## config.mk

```make
export PLATFORM = sky130hd
export DESIGN_NAME = mem_port_arbiter
export DESIGN_NICKNAME = d
export VERILOG_FILES = /design/src/rtl/mem_port_arbiter.sv
export SDC_FILE = /design/constraint.sdc
export NUM_CORES = 1
export LEC_CHECK = 0
export BUFFER_PORTS_ARGS = -buffer_cell sky130_fd_sc_hd__buf_2
export CORE_ASPECT_RATIO = 1.5
export CORE_MARGIN = 1
export CORE_UTILIZATION = 47
export DETAILED_ROUTE_END_ITERATION = 6
export HOLD_SLACK_MARGIN = 0.12
export PLACE_DENSITY = 0.9
export SLEW_MARGIN = 20
export SYNTH_ARGS = -nofsm -noshare
export SYNTH_HDL_FRONTEND = slang
export SYNTH_SLANG_ARGS = --single-unit
```

## constraint.sdc

```tcl
create_clock -name clock -period 2.3 [get_ports clock]
set_clock_uncertainty 0.05 [all_clocks]
set_input_delay 0.46 -clock clock [delete_from_list [all_inputs] [get_ports clock]]
set_output_delay 0.46 -clock clock [all_outputs]
set_load 0.01 [all_outputs]
```

## src/rtl/mem_port_arbiter.sv

```systemverilog
// rtl/mem_port_arbiter.sv - fetch/data arbiter for a single-port fixed-latency memory
module mem_port_arbiter #(
   parameter int MEM_LATENCY = 2,
   parameter int ADDR_W      = 32,
   parameter int DATA_W      = 32
) (
   input  logic              clock,
   input  logic              reset_n,
   input  logic              if_req,
   input  logic [ADDR_W-1:0] if_addr,
   output logic [DATA_W-1:0] if_rdata,
   output logic              if_ready,
   input  logic              dm_req,
   input  logic              dm_we,
   input  logic [ADDR_W-1:0] dm_addr,
   input  logic [DATA_W-1:0] dm_wdata,
   output logic [DATA_W-1:0] dm_rdata,
   output logic              dm_ready,
   output logic              mem_en,
   output logic              mem_we,
   output logic [ADDR_W-1:0] mem_addr,
   output logic [DATA_W-1:0] mem_wdata,
   input  logic [DATA_W-1:0] mem_rdata,
   output logic              stall_if,
   output logic              stall_dm,
   output logic              busy
);

   typedef enum logic [1:0] {IDLE, BUSY_IF, BUSY_DM} stateType;

   stateType   state, stateNext;
   logic [3:0] cnt;
   logic       isStore;
   logic       ifReqMasked, dmReqMasked;
   logic       grantIf, grantDm, done;

   // A port whose ready is high still shows its old request; it must not be regranted.
   assign ifReqMasked = if_req & ~if_ready;
   assign dmReqMasked = dm_req & ~dm_ready;
   assign done        = (state != IDLE) && (cnt == 4'd0);

   assign stall_if = if_req & ~if_ready;
   assign stall_dm = dm_req & ~dm_ready;
   assign busy     = (state != IDLE);

   always_ff @(posedge clock or negedge reset_n) begin
      if (!reset_n) begin
         state <= IDLE;
      end else begin
         state <= stateNext;
      end
   end

   always_comb begin
      stateNext = state;
      grantIf   = 1'b0;
      grantDm   = 1'b0;
      case (state)
         IDLE: begin
            // Data access belongs to the older instruction, so it wins ties.
            if (dmReqMasked) begin
               stateNext = BUSY_DM;
               grantDm   = 1'b1;
            end else if (ifReqMasked) begin
               stateNext = BUSY_IF;
               grantIf   = 1'b1;
            end
         end
         BUSY_IF, BUSY_DM: begin
            if (cnt == 4'd0) begin
               stateNext = IDLE;
            end
         end
         default: stateNext = IDLE;
      endcase
   end

   always_ff @(posedge clock or negedge reset_n) begin
      if (!reset_n) begin
         cnt       <= 4'd0;
         isStore   <= 1'b0;
         mem_en    <= 1'b0;
         mem_we    <= 1'b0;
         mem_addr  <= '0;
         mem_wdata <= '0;
         if_rdata  <= '0;
         if_ready  <= 1'b0;
         dm_rdata  <= '0;
         dm_ready  <= 1'b0;
      end else begin
         mem_en   <= grantIf | grantDm;
         mem_we   <= grantDm & dm_we;
         if_ready <= done && (state == BUSY_IF);
         dm_ready <= done && (state == BUSY_DM);
         if (grantIf || grantDm) begin
            cnt      <= 4'(MEM_LATENCY);
            mem_addr <= grantDm ? dm_addr : if_addr;
            isStore  <= grantDm & dm_we;
         end else if (cnt != 4'd0) begin
            cnt <= cnt - 4'd1;
         end
         if (grantDm) begin
            mem_wdata <= dm_wdata;
         end
         if (done && (state == BUSY_IF)) begin
            if_rdata <= mem_rdata;
         end
         if (done && (state == BUSY_DM) && !isStore) begin
            dm_rdata <= mem_rdata;
         end
      end
   end

endmodule

```

* Word level (Yosys, flattened, before mapping)
Index checks and enable logic that the tools add are counted.
** Storage, ports and cells
- Input bits :: 133
- Output and inout bits :: 135
- Memory bits (writable) :: 0
- Memories kept :: 0
- ROM bits :: 0
- Flip-flop bits (word level) :: 139
- Bits in latches :: 0
- Logic and storage cells :: 47
** Cells by class
- Div/mod/pow operators :: 0
- Add/sub/neg operators :: 1
- Shifts and indexed selects :: 0
- Bitwise logic cells :: 6
- Equal/unequal tests :: 4
- Multiply operators :: 0
- Multiplexer cells :: 12
- Reductions and logical operators :: 13
- Magnitude comparators :: 0
** Operators by type and width (count)
- $mux 32 :: 1
- $mux 4 :: 2
- $mux 2 :: 3
- $mux 1 :: 5
- $logic_and 1x1->1 :: 4
- $logic_not 4->1 :: 1
- $pmux 2 s2 :: 1
- $reduce_bool 2->1 :: 2
- $reduce_bool 4->1 :: 1
- $sub 4x1->4 const B :: 1
- $and 1x1->1 :: 3
- $ne 3x3->1 const B :: 1
- $eq 2x1->1 const B :: 1
- $eq 2x2->1 const B :: 1
- $logic_not 2->1 :: 1
- $ne 2x2->1 const B :: 1
- $not 1->1 :: 2
- $reduce_and 2->1 :: 1
- $reduce_or 2->1 :: 1
- $logic_not 1->1 :: 1
- $logic_or 1x1->1 :: 1
- $or 1x1->1 :: 1

* Longest topological paths before layout
- Depth in word-level cells :: 7
- Mapped depth :: 7
- Mapped depth without buffers :: 5

* Worst setup path after synthesis
No wires, ideal clock.
- Path type :: register to register
- From :: register cnt[0]
- To :: register dm_rdata[0]
- Data required time :: 2.125 ns
- Period minus slack after synthesis :: 1.828 ns
- Buffers on the path :: 1
- Setup time :: 0.125 ns
- Slack :: 0.472 ns
- Data arrival time :: 1.653 ns
- Stages on the path, launching flop included :: 7
- Cells stage by stage :: dfrtp_1 inv_1 ha_1 nor3b_4 nand4_4 buf_6 mux2_4
** On the way
- Longest elaborated chain between the ends :: 4
** RTL lines
- from (decl) :: line 32 : logic [3:0] cnt;
- from (signal assigned) :: line 96 : cnt <= 4'(MEM_LATENCY);
- from (signal assigned) :: line 100 : cnt <= cnt - 4'd1;
- $logic_not 4->1 :: line 40 : assign done = (state != IDLE) && (cnt == 4'd0);
- $logic_and 1x1->1 :: line 40
- $logic_and 1x1->1 (2 in series) :: line 108 : if (done && (state == BUSY_DM) && !isStore) begin
- to (signal assigned) :: line 109 : dm_rdata <= mem_rdata;
- to (decl) :: line 17 : output logic [DATA_W-1:0] dm_rdata,
No other way between the ends.
A chain may end at the register's enable or synchronous reset.

* Final worst setup path
- From :: register state[0]
- To :: register dm_rdata[13]
** On the way
- Longest elaborated chain between the ends :: 4
- Elaborated cells between the ends (all ways) :: 5
- Those cells by class :: 1 x eq/ne; 4 x reduce/logical
** RTL lines
- from (decl) :: line 31 : stateType state, stateNext;
- from (signal assigned) :: line 50 : state <= stateNext;
- $reduce_bool 2->1 :: line 40
- $logic_and 1x1->1 :: line 40
- $logic_and 1x1->1 * (2 in series) :: line 108
Every way passes the cells marked *; elsewhere a longest branch is shown, timed or not.

==> results.sh <==
export IMPL_outcome="finished, final reports clean"
export IMPL_worstPathBufferInverterCount=3
export IMPL_rsz0062_at_grt="false"
export IMPL_synth_top_family_by_area="multiplexers"
export IMPL_syn_inst=363
export IMPL_ant_nets=0
export IMPL_yosys_area_top_type="dfrtp_1"
export IMPL_worstHoldStart="dm_wdata[17]"
export IMPL_synthAdderAreaFrac_pct=1.10
export IMPL_clk_pin_slew_ns=0.06
export IMPL_cpLargestDelayFamily="buffers and inverters"
export IMPL_die_width_um=91.8
export IMPL_busiest_layer="met2"
export IMPL_synth_seq_cells=139
export IMPL_ir_drop_mv=0.717
export IMPL_cp_arrival_ns=2.39
export IMPL_core_um2=11700
export IMPL_drc=0
export IMPL_syn_avg_cell_area_um2=15.7
export IMPL_synth_simple_area_share_pct=6.12
export IMPL_clockRootBuffer="clkbuf_16"
export IMPL_grtUsageMet2_pct=43.9
export IMPL_r2r_start="state[0]"
export IMPL_hold_viol_final=0
export IMPL_antenna_found_initial=0
export IMPL_cts_made_buffers=17
export IMPL_ys_types=30
export IMPL_power_w=0.0117
export IMPL_max_slew_margin_pct=72.4
export IMPL_pwr_density_cell_nw_per_um2=1490
export IMPL_critPathLaunchType="flip-flop"
export IMPL_clk_latency_ns=0.40
export IMPL_drt_total_wl_um=15200
export IMPL_tns_ns=0
export IMPL_syn_to_final_growth_pct=38.3
export IMPL_cpMostUsedCell="inv_1"
export IMPL_clockBufferDepth=2
export IMPL_critPathRequiredTime_ns=2.54
export IMPL_yosysWarnings=0
export IMPL_final_cell_mix="buf_2 (266), dfrtp_1 (139), mux2_2 (66)"
export IMPL_synth_mux_area_share_pct=21.2
export IMPL_grt_max_degree=66
export IMPL_instances_no_fill=802
export IMPL_port_buffers=267
export IMPL_worst_slew_pin_slew_ns=0.414
export IMPL_holdWs_ns=0.235
export IMPL_cts_tree="done"
export IMPL_met3_usage_pct=5.72
export IMPL_drive_above_1_share_pct=72.5
export IMPL_synth_area_leaders="dfrtp_1 (61%), mux2_2 (13%), mux2_4 (7.9%)"
export IMPL_fin_nets=779
export IMPL_crit_start="state[0]"
export IMPL_synth_xor_xnor_area_share_pct=0.154
export IMPL_synthFlopType="dfrtp_1"
export IMPL_hold_path_class="input port to flip-flop"
export IMPL_synth_compound_area_share_pct=7.35
export IMPL_synth_largest_type_area_fraction_pct=61.2
export IMPL_worstSetupEndpointType="flip-flop"
export IMPL_dieArea_um2=12500
export IMPL_synth_edf_count=0
export IMPL_gp_congestion=0.857
export IMPL_critPathSlowestCell="dfrtp_1"
export IMPL_grt_pass1_wl_um=22900
export IMPL_post_drt_wl_per_cell_um=19.0
export IMPL_place_inst=770
export IMPL_seq_area_frac_synth_pct=61.2
export IMPL_cpPeakStageDelay_ns=0.37
export IMPL_grt_util_met1_pct=25.5
export IMPL_grt_ovfl_total=0
export IMPL_fin_crit_ns=2.16
export IMPL_p_leak_nw=3.92
export IMPL_fin_crit_sh_pct=93.7
export IMPL_grt_pass1_vias=4513
export IMPL_layout_commonest_cell="buf_2"
export IMPL_max_cap_violations=0
export IMPL_dieHeight_um=137
export IMPL_synth_fp_nets=501
export IMPL_syn_cell_area_um2=5690
export IMPL_ioPinCount=268
export IMPL_drtIter0Drc=194
export IMPL_path_cells="inv_1 -> ha_1 -> inv_1 -> nand4_4 -> buf_4 -> mux2_4"
export IMPL_grt_total_usage_pct=24.1
export IMPL_via_per_inst=5.23
export IMPL_htree_levels=4
export IMPL_max_freq_mhz=464
export IMPL_dp_hpwl_um=11100
export IMPL_route_vias_total=4198
export IMPL_cts_sink_count=139
export IMPL_setup_violations=0
export IMPL_num_rows=48
export IMPL_path_max_fanout=10
export IMPL_async_reset_ff_share_pct=100
export IMPL_finalMaxSlewViolations=0
export IMPL_dr_pass1_iters=5
export IMPL_start_util_pct=48.8
export IMPL_setup_worst_path_class="flip-flop to flip-flop"
[layer usage]
layer / vias to the layer above / part of all wire [%]
li1: 1860 / -
met1: 2105 / 35
met2: 186 / 55
met3: 47 / 5.1
met4: 0 / 4.3
met5: - / 0
[metrics by stage]
step	utilization [%]	area, µm²	worst slack [ns]
6_report	67.5	7860	0.145
5_1_grt	67.5	7860	0.0583
4_1_cts	67.3	7840	0.0458
3_5_place_dp	62.0	7230	0.120
3_3_place_gp	62.0	7230	0.251
2_1_floorplan	-	5690	0.472
[cell usage after synthesis, types with 2 or more instances]
library cell,count
mux2_2,66
clkbuf_1,7
nand3b_1,2
nand2b_1,3
buf_6,6
nor2_1,5
a21oi_1,2
ha_1,5
and3_1,2
buf_2,7
o221a_2,32
mux2_4,30
or2_2,32
dfrtp_1,139
inv_1,10
[sequential cells by signal, indices dropped and copies added, names as in the netlist, 2 cells and up]
| register | cells |
|---|---|
| cnt | 4 |
| state | 2 |
| dm_rdata | 32 |
| if_rdata | 32 |
| mem_wdata | 32 |
| mem_addr | 32 |
[worst paths after layout]
path,cells past startpoint,endpoint,slack (ns)
hold / removal,2,mem_wdata[17],0.23
max in group asynchronous,3,mem_wdata[1],1.10
setup / recovery,6,dm_rdata[13],0.14
min in group asynchronous,2,if_rdata[7],0.45
hold reg to reg,1,mem_wdata[31],0.45
setup reg to reg,6,dm_rdata[13],0.14
[report_power, final]
group / internal [W] / switching [W]
clock network: 0.00178 / 0.00100
logic: 0.00240 / 0.00219
registers: 0.00367 / 0.000697
total: 0.00785 / 0.00389
[kinds of logic after synthesis]
kind of cell / after synthesis
adders and majority gates: 5
AOI/OAI and AO/OA: 40
buffers and inverters: 30
DFF: 139
xor gates and xnor gates: 1
muxes: 97
and+or+nand+nor: 51
[area by class of cell]
type | instances | area [µm²]
clock buffers | 20 | 467
inverters | 10 | 37.5
clock inverters | 9 | 139
flip-flops and latches | 139 | 3480
repair buffers | 278 | 1480
multi-input cells | 195 | 2070
fillers | 815 | 3790
well taps | 150 | 188
diodes | 1 | 2.50
[timing repair]
action | CTS | global route
endpoints found under the setup margin | 0 | 32
resized for setup | 0 | 1
endpoints found under the hold margin | 30 | 0
setup buffers | 0 | 0
hold buffers | 1 | 0
(Power assumes the default switching activity.)
